### src/rtl/modulus_seq_ctrl.sv
// modulus_seq_ctrl: command-driven sequencer for the 6-bit modulus counter.
// Commands of {modulus, passes-1} are queued in a small FIFO and executed
// in order. Each command runs the counter 0..M-1 for rep+1 passes.
// Optional feature macro: MODSEQ_ABORT_EN adds an 'abort' input that
// terminates the running command early.
module modulus_seq_ctrl #(
  parameter int CW    = 6,
  parameter int RW    = 4,
  parameter int DEPTH = 4
) (
  input  logic          clk,
  input  logic          rst,
  input  logic          cmd_valid,
  output logic          cmd_ready,
  input  logic [CW-1:0] cmd_mod,
  input  logic [RW-1:0] cmd_rep,
`ifdef MODSEQ_ABORT_EN
  input  logic          abort,
`endif
  output logic [CW-1:0] count,
  output logic          wrap,
  output logic          cmd_done,
  output logic          busy
);

  localparam int AW = $clog2(DEPTH);

  typedef enum logic {IDLE, RUN} state_t;

  state_t        state, state_n;
  logic [CW-1:0] count_n;
  logic [CW-1:0] act_term, act_term_n;
  logic [RW-1:0] act_rep, act_rep_n;
  logic [RW-1:0] pass, pass_n;

  logic [CW-1:0] fifo_mod [DEPTH];
  logic [RW-1:0] fifo_rep [DEPTH];
  logic [AW:0]   wr_ptr, rd_ptr;
  logic          full, empty, push, pop;
  logic          terminal, last_pass, abort_req;

`ifdef MODSEQ_ABORT_EN
  assign abort_req = abort;
`else
  assign abort_req = 1'b0;
`endif

  // FIFO status uses an extra wrap bit on each pointer to tell full from empty
  assign empty     = (wr_ptr == rd_ptr);
  assign full      = (wr_ptr[AW] != rd_ptr[AW]) && (wr_ptr[AW-1:0] == rd_ptr[AW-1:0]);
  assign cmd_ready = !full;
  assign push      = cmd_valid && !full;

  // Outputs decode only registered state so there is no input-to-output path
  assign terminal  = (count == act_term);
  assign last_pass = (pass == act_rep);
  assign busy      = (state == RUN);
  assign wrap      = busy && terminal;
  assign cmd_done  = wrap && last_pass;

  // FIFO storage is written on accepted pushes; contents need no reset
  always_ff @(posedge clk) begin
    if (push && !rst) begin
      fifo_mod[wr_ptr[AW-1:0]] <= cmd_mod;
      fifo_rep[wr_ptr[AW-1:0]] <= cmd_rep;
    end
  end

  // FIFO pointers; reset empties the queue and wins over a simultaneous push
  always_ff @(posedge clk) begin
    if (rst) begin
      wr_ptr <= '0;
      rd_ptr <= '0;
    end else begin
      if (push) wr_ptr <= wr_ptr + 1'b1;
      if (pop)  rd_ptr <= rd_ptr + 1'b1;
    end
  end

  // Next-state logic: count through each pass, chain commands without a bubble
  always_comb begin
    state_n    = state;
    count_n    = count;
    pass_n     = pass;
    act_term_n = act_term;
    act_rep_n  = act_rep;
    pop        = 1'b0;
    unique case (state)
      IDLE: begin
        if (!empty) pop = 1'b1;
      end
      RUN: begin
        if (abort_req) begin
          count_n = '0;
          pass_n  = '0;
          if (!empty) pop = 1'b1;
          else        state_n = IDLE;
        end else if (!terminal) begin
          count_n = count + 1'b1;
        end else begin
          count_n = '0;
          if (!last_pass) begin
            pass_n = pass + 1'b1;
          end else if (!empty) begin
            pop = 1'b1;
          end else begin
            pass_n  = '0;
            state_n = IDLE;
          end
        end
      end
      default: state_n = IDLE;
    endcase
    if (pop) begin
      state_n    = RUN;
      count_n    = '0;
      pass_n     = '0;
      act_term_n = fifo_mod[rd_ptr[AW-1:0]] - 1'b1;
      act_rep_n  = fifo_rep[rd_ptr[AW-1:0]];
    end
  end

  // Control and counter registers
  always_ff @(posedge clk) begin
    if (rst) begin
      state    <= IDLE;
      count    <= '0;
      pass     <= '0;
      act_term <= '0;
      act_rep  <= '0;
    end else begin
      state    <= state_n;
      count    <= count_n;
      pass     <= pass_n;
      act_term <= act_term_n;
      act_rep  <= act_rep_n;
    end
  end

endmodule

### config.mk
export PLATFORM = sky130hd
export DESIGN_NAME = modulus_seq_ctrl
export DESIGN_NICKNAME = d
export VERILOG_FILES = /design/src/rtl/modulus_seq_ctrl.sv
export SDC_FILE = /design/constraint.sdc
export NUM_CORES = 1
export LEC_CHECK = 0
export BUFFER_PORTS_ARGS = -buffer_cell sky130_fd_sc_hd__buf_2
export CORE_UTILIZATION = 45
export DETAILED_ROUTE_END_ITERATION = 10
export PLACE_DENSITY = 0.67
export REMOVE_ABC_BUFFERS = 1
export SYNTH_ARGS = -nofsm -noshare
export SYNTH_HDL_FRONTEND = slang
export SYNTH_SLANG_ARGS = --single-unit
### constraint.sdc
create_clock -name clk -period 2.1 [get_ports clk]
set_clock_uncertainty 0.2 [all_clocks]
set_input_delay 0.105 -clock clk [delete_from_list [all_inputs] [get_ports clk]]
set_output_delay 0.105 -clock clk [all_outputs]
set_load 0.01 [all_outputs]
[Yosys cells after proc, flatten, opt, wreduce, memory -nomap -nowiden]
Memories as Yosys holds them, arrays and structs flattened. A register that Yosys moved wholly into a read port is not among the register bits.
Index checks and enable logic that the tools add are counted.
Word-level totals
  register bits after elaboration: 23
  memory bits (writable): 40
  input port bits: 13
  output and inout port bits: 10
  logic and storage cells: 44
  memories: 2
Memory list
  fifo_mod: words 4, width 6, read ports 1, clocked after memory_dff 1, write ports 1, line 36  | logic [CW-1:0] fifo_mod [DEPTH];
  fifo_rep: words 4, width 4, read ports 1, clocked after memory_dff 1, write ports 1, line 37  | logic [RW-1:0] fifo_rep [DEPTH];
Operators by class
  add/sub/neg operators: 5
  equal/unequal tests: 6
  muxes and demuxes: 15
  bitwise logic cells: 1
  reductions and logical operators: 9
Operator list (count)
  $mux 1: 9
  $mux 4: 2
  $add 3x1->3 const B: 2
  $add 6x1->6 const B: 1
  $eq 6x6->1: 1
  $mux 6: 1
  $sub 6x1->6 const B: 1
  $logic_and 1x1->1: 5
  $add 4x1->4 const B: 1
  $eq 4x4->1: 1
  $mux 2: 2
  $eq 3x3->1: 1
  $reduce_and 3->1: 1
  $eq 2x2->1: 1
  $logic_not 1->1: 2
  $ne 2x2->1 const B: 1
  $pmux 1 s2: 1
  $reduce_or 2->1: 1
  $ne 1x1->1: 1
  $not 1->1: 1

[Longest topological paths before layout]
Gate-level depths: netlist of the first run.
  depth in word-level cells: 7
  gate-level depth with buffers: 7
  mapped depth without buffers: 6

[Least setup slack after synthesis of the first run]
OpenSTA, ideal clock, no wires.
  kind: reg-to-reg
  start point: register rd_ptr[0]
  end point: memory fifo_mod[3][0] (enable)
  library setup time: 343 ps
  data arrival time: 1402 ps
  required time: 1557 ps
  setup slack: 154 ps
  cell stages (with the launch flop): 7
  buffers on the path: 1
  period minus slack after synthesis: 1946 ps
  cell sequence: dfxtp_1 > buf_2 > xnor2_1 > nand3_1 > nand2_1 > nor2_1 > and2_1
On the way
  cells in the longest elaborated chain, start to end: 7
RTL lines
  start: declaration: line 38  | logic [AW:0] wr_ptr, rd_ptr;
  start signal: assignment: line 76  | if (pop) rd_ptr <= rd_ptr + 1'b1;
  $eq 2x2->1: line 50  | assign full = (wr_ptr[AW] != rd_ptr[AW]) && (wr_ptr[AW-1:0] == rd_ptr[AW-1:0]);
  $logic_and 1x1->1: line 50
  $logic_not 1->1
  named net cmd_ready: line 14  | output logic cmd_ready,
  $logic_and 1x1->1: line 52  | assign push = cmd_valid && !full;
  $logic_and 1x1->1: line 63  | if (push && !rst) begin
  $mux 1: line 63
  $mux 1 (implied by the code): line 64  | fifo_mod[wr_ptr[AW-1:0]] <= cmd_mod;
  end: declaration: line 36
The timed path passes the listed nets, and every way through them passes these cells.

==> results of run 1 <==
[critical path: cells and delay by family (launching register included)]
family / cells / cell delay, ns
muxes: 1 / 0.54
and+or+nand+nor: 1 / 0.07
DFF: 1 / 0.33
adders and majority gates: 1 / 0.18
buffers and inverters: 2 / 0.24
xor gates and xnor gates: 1 / 0.14
AOI/OAI and AO/OA: 1 / 0.21
[sequential cells by signal, indices dropped and copies added, names as in the netlist, named ones only]
signal	count
wr_ptr	3
fifo_mod	24
count	6
rd_ptr	3
fifo_rep	16
act_rep	4
act_term	6
pass	4
busy	1
[report_power, final]
part	internal (mW)	switching [mW]
Sequential	1.61	0.153
Clock	0.700	0.488
Combinational	0.793	0.939
Total	3.10	1.58
[cell type report]
class                      count  area [sq um]  area share
tap                           77         96.34     0.02648
clock inverter                 4         72.57     0.01994
inverter                       6         22.52    0.006190
clock buffer                  12         145.1     0.03989
sequential                    69          1787      0.4911
multi-input combinational    138          1175      0.3229
timing repair buffer          49         340.3     0.09353
[routing by layer]
metal  track usage  share of wire
met1        0.2284           0.49
met3       0.04154          0.027
met2        0.2481           0.46
met4       0.09875          0.020
met5             0              0
[path summary, 6_finish.rpt]
| path | to | depth (start not counted) | startpoint |
|---|---|---|---|
| setup / recovery | act_term[4] | 7 | register |
| hold / removal | wr_ptr[2] | 3 | rst |
| setup reg to reg | act_term[4] | 7 | register |
| hold reg to reg | act_rep[0] | 2 | act_rep[0] |
[layout by cell type (no fill, tap or decap), drive strengths merged, types with 5 or more instances in the layout]
cell type,n
edfxtp,40
buf,38
dfxtp,29
xnor2,16
a21oi,15
nor2,15
clkbuf,12
nand3,11
dlygate4sd3,11
nand2,11
mux4,10
ha,8
xor2,7
a211oi,7
inv,6
o21ai,6
nor3,5
[metrics by stage]
stage / utilization / setup slack, ns / hold slack [ns]
6_report: 0.5665 / 0.1180 / 0.05407
3_3_place_gp: 0.5132 / 0.1662 / 0.1156
4_1_cts: 0.5642 / 0.06986 / 0.03971
3_5_place_dp: 0.5132 / 0.1091 / 0.1229
2_1_floorplan: - / 0.01474 / -0.03035
5_1_grt: 0.5665 / 0.02036 / 0.07262
[Yosys cell counts (all sizes together) (4+ instances only)]
master / instances
dfxtp: 29
nand2: 11
and2: 4
ha: 8
xor2: 7
o21ai: 6
clkbuf: 5
a21oi: 15
xnor2: 16
mux4: 10
nor2: 15
nand4: 4
a211oi: 7
nor3: 5
edfxtp: 40
inv: 6
nand3: 11
buf: 4
[timing repair]
item                                    4_1_cts  5_1_grt
hold buffers                                 11        0
endpoints found under the hold margin        43        0
gates resized for setup                       0        6
endpoints found under the setup margin        0       30
[cell families (layout without fill, tap and decap cells)]
family	Yosys count	count (layout)	share of synthesized area
multiplexers	11	11	0.08171
AND/OR/NAND/NOR	57	57	0.1062
flip-flops	69	69	0.5906
AO/OA/AOI/OAI	39	39	0.08835
XOR/XNOR	23	23	0.07673
adder cells (fa/ha/maj)	8	8	0.03318
buffers and inverters	15	71	0.02323
==> summary.md, run 1 <==
| Metric | Value |
|---|---|
| Routed Wire Length | 5211 um |
| Final setup fails | 0 |
| Via count | 1868 |
| Fmax | 504.6 MHz |
| Clock sink total | 69 |
| Synth area leaders | edfxtp_1 40%, dfxtp_1 19%, mux4_2 5.2% |
| P_leak | 1.292 nW |
| Core Region | 6422 sq um |
| Area delta synth->final | 20.61% |
| # port buffers | 22 |
| Flop-to-flop setup slack | ~0.12 ns |
| Cells after DPL | 328 |
| Worst path cell trace | buf_4 -> mux4_2 -> inv_1 -> ha_1 -> nand2_1 -> xor2_1 -> a211oi_1 |
| FILL cells | roughly 540 |
| Die Y | 83.88 um |
| # Post-CTS Setup Buffers | 0 |
| Slew HR | 0.7847 |
| Worst path max stage delay | about 0.54 ns |
| Syn Area/Cell | between 10 and 15 sq um |
| Overflow after GRT | 0 |
| TritonCTS Buffers | 9 |
| Post-synth EDFFs | 40 |
| Critical setup path kind | reg2reg |
| # rows | 29 |
| Routed Antenna Nets | 0 |
| WL/cell | 14.68 um |
| WP data arrival | between 2 and 2.5 ns |
| Maximum fanout along the worst path | 4 |
| First-pass GRT wire length | 8970 um |
| Power Density | roughly 1300 nW/um^2 |
| TritonCTS clock tree | done |
| Cell area after layout | 3638 sq um |
| Global Route Usage Sum | 0.1690 |
| Number of remaining DRC errors | 6 |
| Die Area | 7035 sq um |
| CP max-delay cell | mux4_2 |
| Max-slew violations | 0 |
| Synth top area share | 0.3982 |
| # diodes | 0 |
| Area leader, netlist | edfxtp_1 |
| Final worst-path cycle share | 0.9438 |
| Number of global-route vias before repair | 1845 |
| Final min period | about 2.0 ns |
| Netlist cell types | 43 |
| DR pass1 iterations | 7 |
| CP startpoint kind | register |
| Setup TNS | 0 ns |
| Register area share after synthesis | 0.5906 |
| Final HPWL DP | ~3500 um |
| Die W | around 84 um |
| Clk slew on worst S/H paths | 0.08 ns |
| Failing checks | design-rule violations |
| Global placement routability congestion | approximately 0.73 |
| Top FF cell, synth | edfxtp_1 |
| DP Area | between 3000 and 4000 sq um |
| Mapped Cells | roughly 220 |
| NumNets Final | 294 |
| Critical Path RT | 2.16 ns |
| Overall Power | 4.684 mW |
| Final hold vios | 0 |
| Status | finished with violations |
| Initial antenna violation count | 0 |
| Worst-skew pair later-pin latency | ~0.35 ns |
| CP endpoint kind | register |
| Hold Crit Class | in2reg |
| Synth warn | 0 |
| Clock buffer depth | 2 |
| DR iter-0 viols | 100 |
| Mapped Area | 3017 sq um |
| Via density | 5.262 |
| Maximum vdd drop | 0.4759 mV |
| H-tree Lvls | 3 |
| Worst Max-Slew Pin Slew | around 0.32 ns |
| Initial Utilization | 0.4697 |
| MaxCap Viol Count | 0 |
| RSZ-0062 raised after global routing | no |
| Seq cells post-synth | 69 |
| Non-Filler Instances | 355 |
| Largest net degree at the start of global routing | 27 |
| Number of primary I/O pins | 23 |
| Ys async rst share | 0 |
| Root Driver | clkbuf_8 |
| Share of layout cells above drive strength 1 | 0.2842 |
(Power assumes the default switching activity.)
==> run 2, diff against run 1 <==
- BUFFER_PORTS_ARGS: -buffer_cell sky130_fd_sc_hd__buf_2 -> -buffer_cell sky130_fd_sc_hd__clkbuf_2
==> run 2 against run 1 <==
  * The run still ends with design-rule violations left
  * Sequential power hardly changed
  * Count of clock-buffer cells in the layout is 3 lower
  * Global-route usage is 0.14 points lower
  * Flip-flop and latch count stayed put
  * Register-to-register slack better by 0.02 ns
  * Sequential share of layout area is 0.050 points lower
  * Worst setup slack better by 0.023 ns
  * Critical path type unchanged
  * Critical path depth is 1 lower
  * Non-clock buffer count stayed put
  * Fmax is 1.2% higher
==> summary.md, run 2 (synthesis gave the netlist of run 1 again) <==
| Metric | Value |
|---|---|
| # Post-CTS Setup Buffers | 0 (unchanged) |
| Die Y | 83.88 um (unchanged) |
| TritonCTS Buffers | 9 (unchanged) |
| # rows | 29 (unchanged) |
| Failing checks | design-rule violations |
| RSZ-0062 raised after global routing | no |
| Worst Max-Slew Pin Slew | 0.3108 ns (-0.01184 ns) |
| # diodes | 0 (unchanged) |
| Clock sink total | 69 (unchanged) |
| CP endpoint kind | register |
| Hold Crit Class | in2reg |
| Maximum fanout along the worst path | 6 (+2) |
| TritonCTS clock tree | done |
| Final HPWL DP | 3529 um (+0.26%) |
| WL/cell | 14.93 um (+1.7%) |
| Die Area | 7035 sq um (unchanged) |
| Global placement routability congestion | 0.7095 (-3.1%) |
| WP buf/inv | 1 (-1) |
| Critical setup path kind | reg2reg |
| Power Density | 1278 nW/um^2 (-0.69%) |
| # port buffers | 22 (unchanged) |
| MaxCap Viol Count | 0 (unchanged) |
| DP Area | 3296 sq um (unchanged) |
| Worst path cell trace | mux4_2 -> inv_1 -> ha_1 -> nand2_1 -> xor2_1 -> a211oi_1 |
| Final min period | 1.959 ns (-0.02328 ns) |
| Fmax | 510.5 MHz (+1.2%) |
| First-pass GRT wire length | 8838 um (-1.5%) |
| Slew HR | 0.7926 (+0.007905) |
| Setup TNS | 0 ns (unchanged) |
| Largest net degree at the start of global routing | 27 (unchanged) |
| Final hold vios | 0 (unchanged) |
| Initial antenna violation count | 0 (unchanged) |
| Area delta synth->final | 20.82% |
| RR Endpoint | act_term[4] |
| Min-delay src | rst |
| Maximum vdd drop | 0.5518 mV (+16%) |
| H-tree Lvls | 3 (unchanged) |
| Largest register FFs | 24 (unchanged) |
| DR pass1 iterations | 8 (+1) |
| Share of layout cells above drive strength 1 | 0.2960 (+0.01186) |
| Flop-to-flop setup slack | 0.14 ns (+0.02 ns) |
| Overflow after GRT | 0 (unchanged) |
| Routed Antenna Nets | 0 (unchanged) |
| Crit. path cell count | 6 (-1) |
| Routed Wire Length | 5284 um (+1.4%) |
| Most frequent cells in the layout | 40 x edfxtp_1, 24 x dfxtp_1, 22 x clkbuf_2 |
| P_leak | 1.287 nW (-0.39%) |
| Critical Path RT | 2.17 ns (about the same) |
| Cell area after layout | 3645 sq um (+0.17%) |
| Final setup fails | 0 (unchanged) |
| Status | finished with violations |
| Number of remaining DRC errors | 4 (-2) |
| Worst Reg-to-Reg Cells | 6 (-1) |
| Worst-skew pair later-pin latency | 0.35 ns (about the same) |
| Number of global-route vias before repair | 1837 (-0.43%) |
| Hold Path End | wr_ptr[0] |
| Clk slew on worst S/H paths | 0.08 ns (about the same) |
| Number of primary I/O pins | 23 (unchanged) |
| Die W | 83.88 um (unchanged) |
| Core Region | 6422 sq um (unchanged) |
| Worst path max stage delay | 0.57 ns (+0.03 ns) |
| CP startpoint kind | register |
| Min-Delay Path Depth | 3 (unchanged) |
| DR iter-0 viols | 106 (+6.0%) |
| Crit-path leading delay family | multiplexers |
| Global Route Usage Sum | 0.1676 (-0.001402) |
| Max-slew violations | 0 (unchanged) |
| Commonest non-fill, non-tap cell in the layout | edfxtp_1 |
| Root Driver | clkbuf_8 |
| WP data arrival | 2.03 ns (about the same) |
| Final worst-path cycle share | 0.9327 (-0.01109) |
| Via count | 1894 (+1.4%) |
| Initial Utilization | 0.4697 (unchanged) |
| FILL cells | 523 (-2.4%) |
| Clock buffer depth | 2 (unchanged) |
| CP max-delay cell | mux4_2 |
| NumNets Final | 294 (unchanged) |
| Via density | 5.350 (+1.7%) |
-- run 2: final cells by class --
class	count	area, sq um	share of cell area
clock buffer	9	123.9	0.03399
clock inverter	6	88.84	0.02437
inverter	6	22.52	0.006179
multi-input combinational	138	1185	0.3251
sequential	69	1788	0.4906
tap	77	96.34	0.02643
timing repair buffer	49	340.3	0.09337
-- run 2: power breakdown --
group	internal [mW]	switching (mW)
clock network	0.661	0.507
registers	1.61	0.172
logic	0.783	0.925
total	3.06	1.60
-- run 2: through the flow --
step	hold slack [ns]	cells	utilization	total power, mW	worst slack (ns)
global placement	0.1235	328	0.5132	3.462	0.07084
detailed placement	0.1275	328	0.5132	3.478	0.03207
floorplan	-0.03035	213	-	2.961	0.01474
finish	0.03794	354	0.5675	4.659	0.1413
CTS	0.03110	354	0.5634	4.656	0.01379
global route	0.05516	354	0.5675	4.951	0.007675
-- run 2: layer usage --
metal  wire length (um)  GRT usage
met1               2635     0.2181
met2               2365     0.2534
met3                154    0.04550
met4                129    0.09561
met5                  0          0
-- run 2: worst max-delay path by stage --
stage / from / to / slack (ns)
after floorplan: count[1] / rd_ptr[2] / 0.01
after global placement: register / act_term[4] / 0.07
after detailed placement: register / act_term[4] / 0.03
after CTS: register / act_term[4] / 0.01
after global routing: register / act_term[4] / 0.008
final: register / act_term[4] / 0.14
-- run 2: worst reg2reg max path, delay by kind of cell (launching register included) --
| kind | cells | cell delay [ns] |
|---|---|---|
| fa+ha+maj | 1 | 0.18 |
| xor+xnor | 1 | 0.14 |
| mux | 1 | 0.58 |
| buf+inv | 1 | 0.08 |
| simple gates | 1 | 0.07 |
| compound gates | 1 | 0.21 |
| flops | 1 | 0.43 |
-- run 2: repair_timing --
action,4_1_cts,5_1_grt
setup endpoints to repair,0,9
gates resized for setup,0,8
endpoints found under the hold margin,43,0
hold buffers,11,0
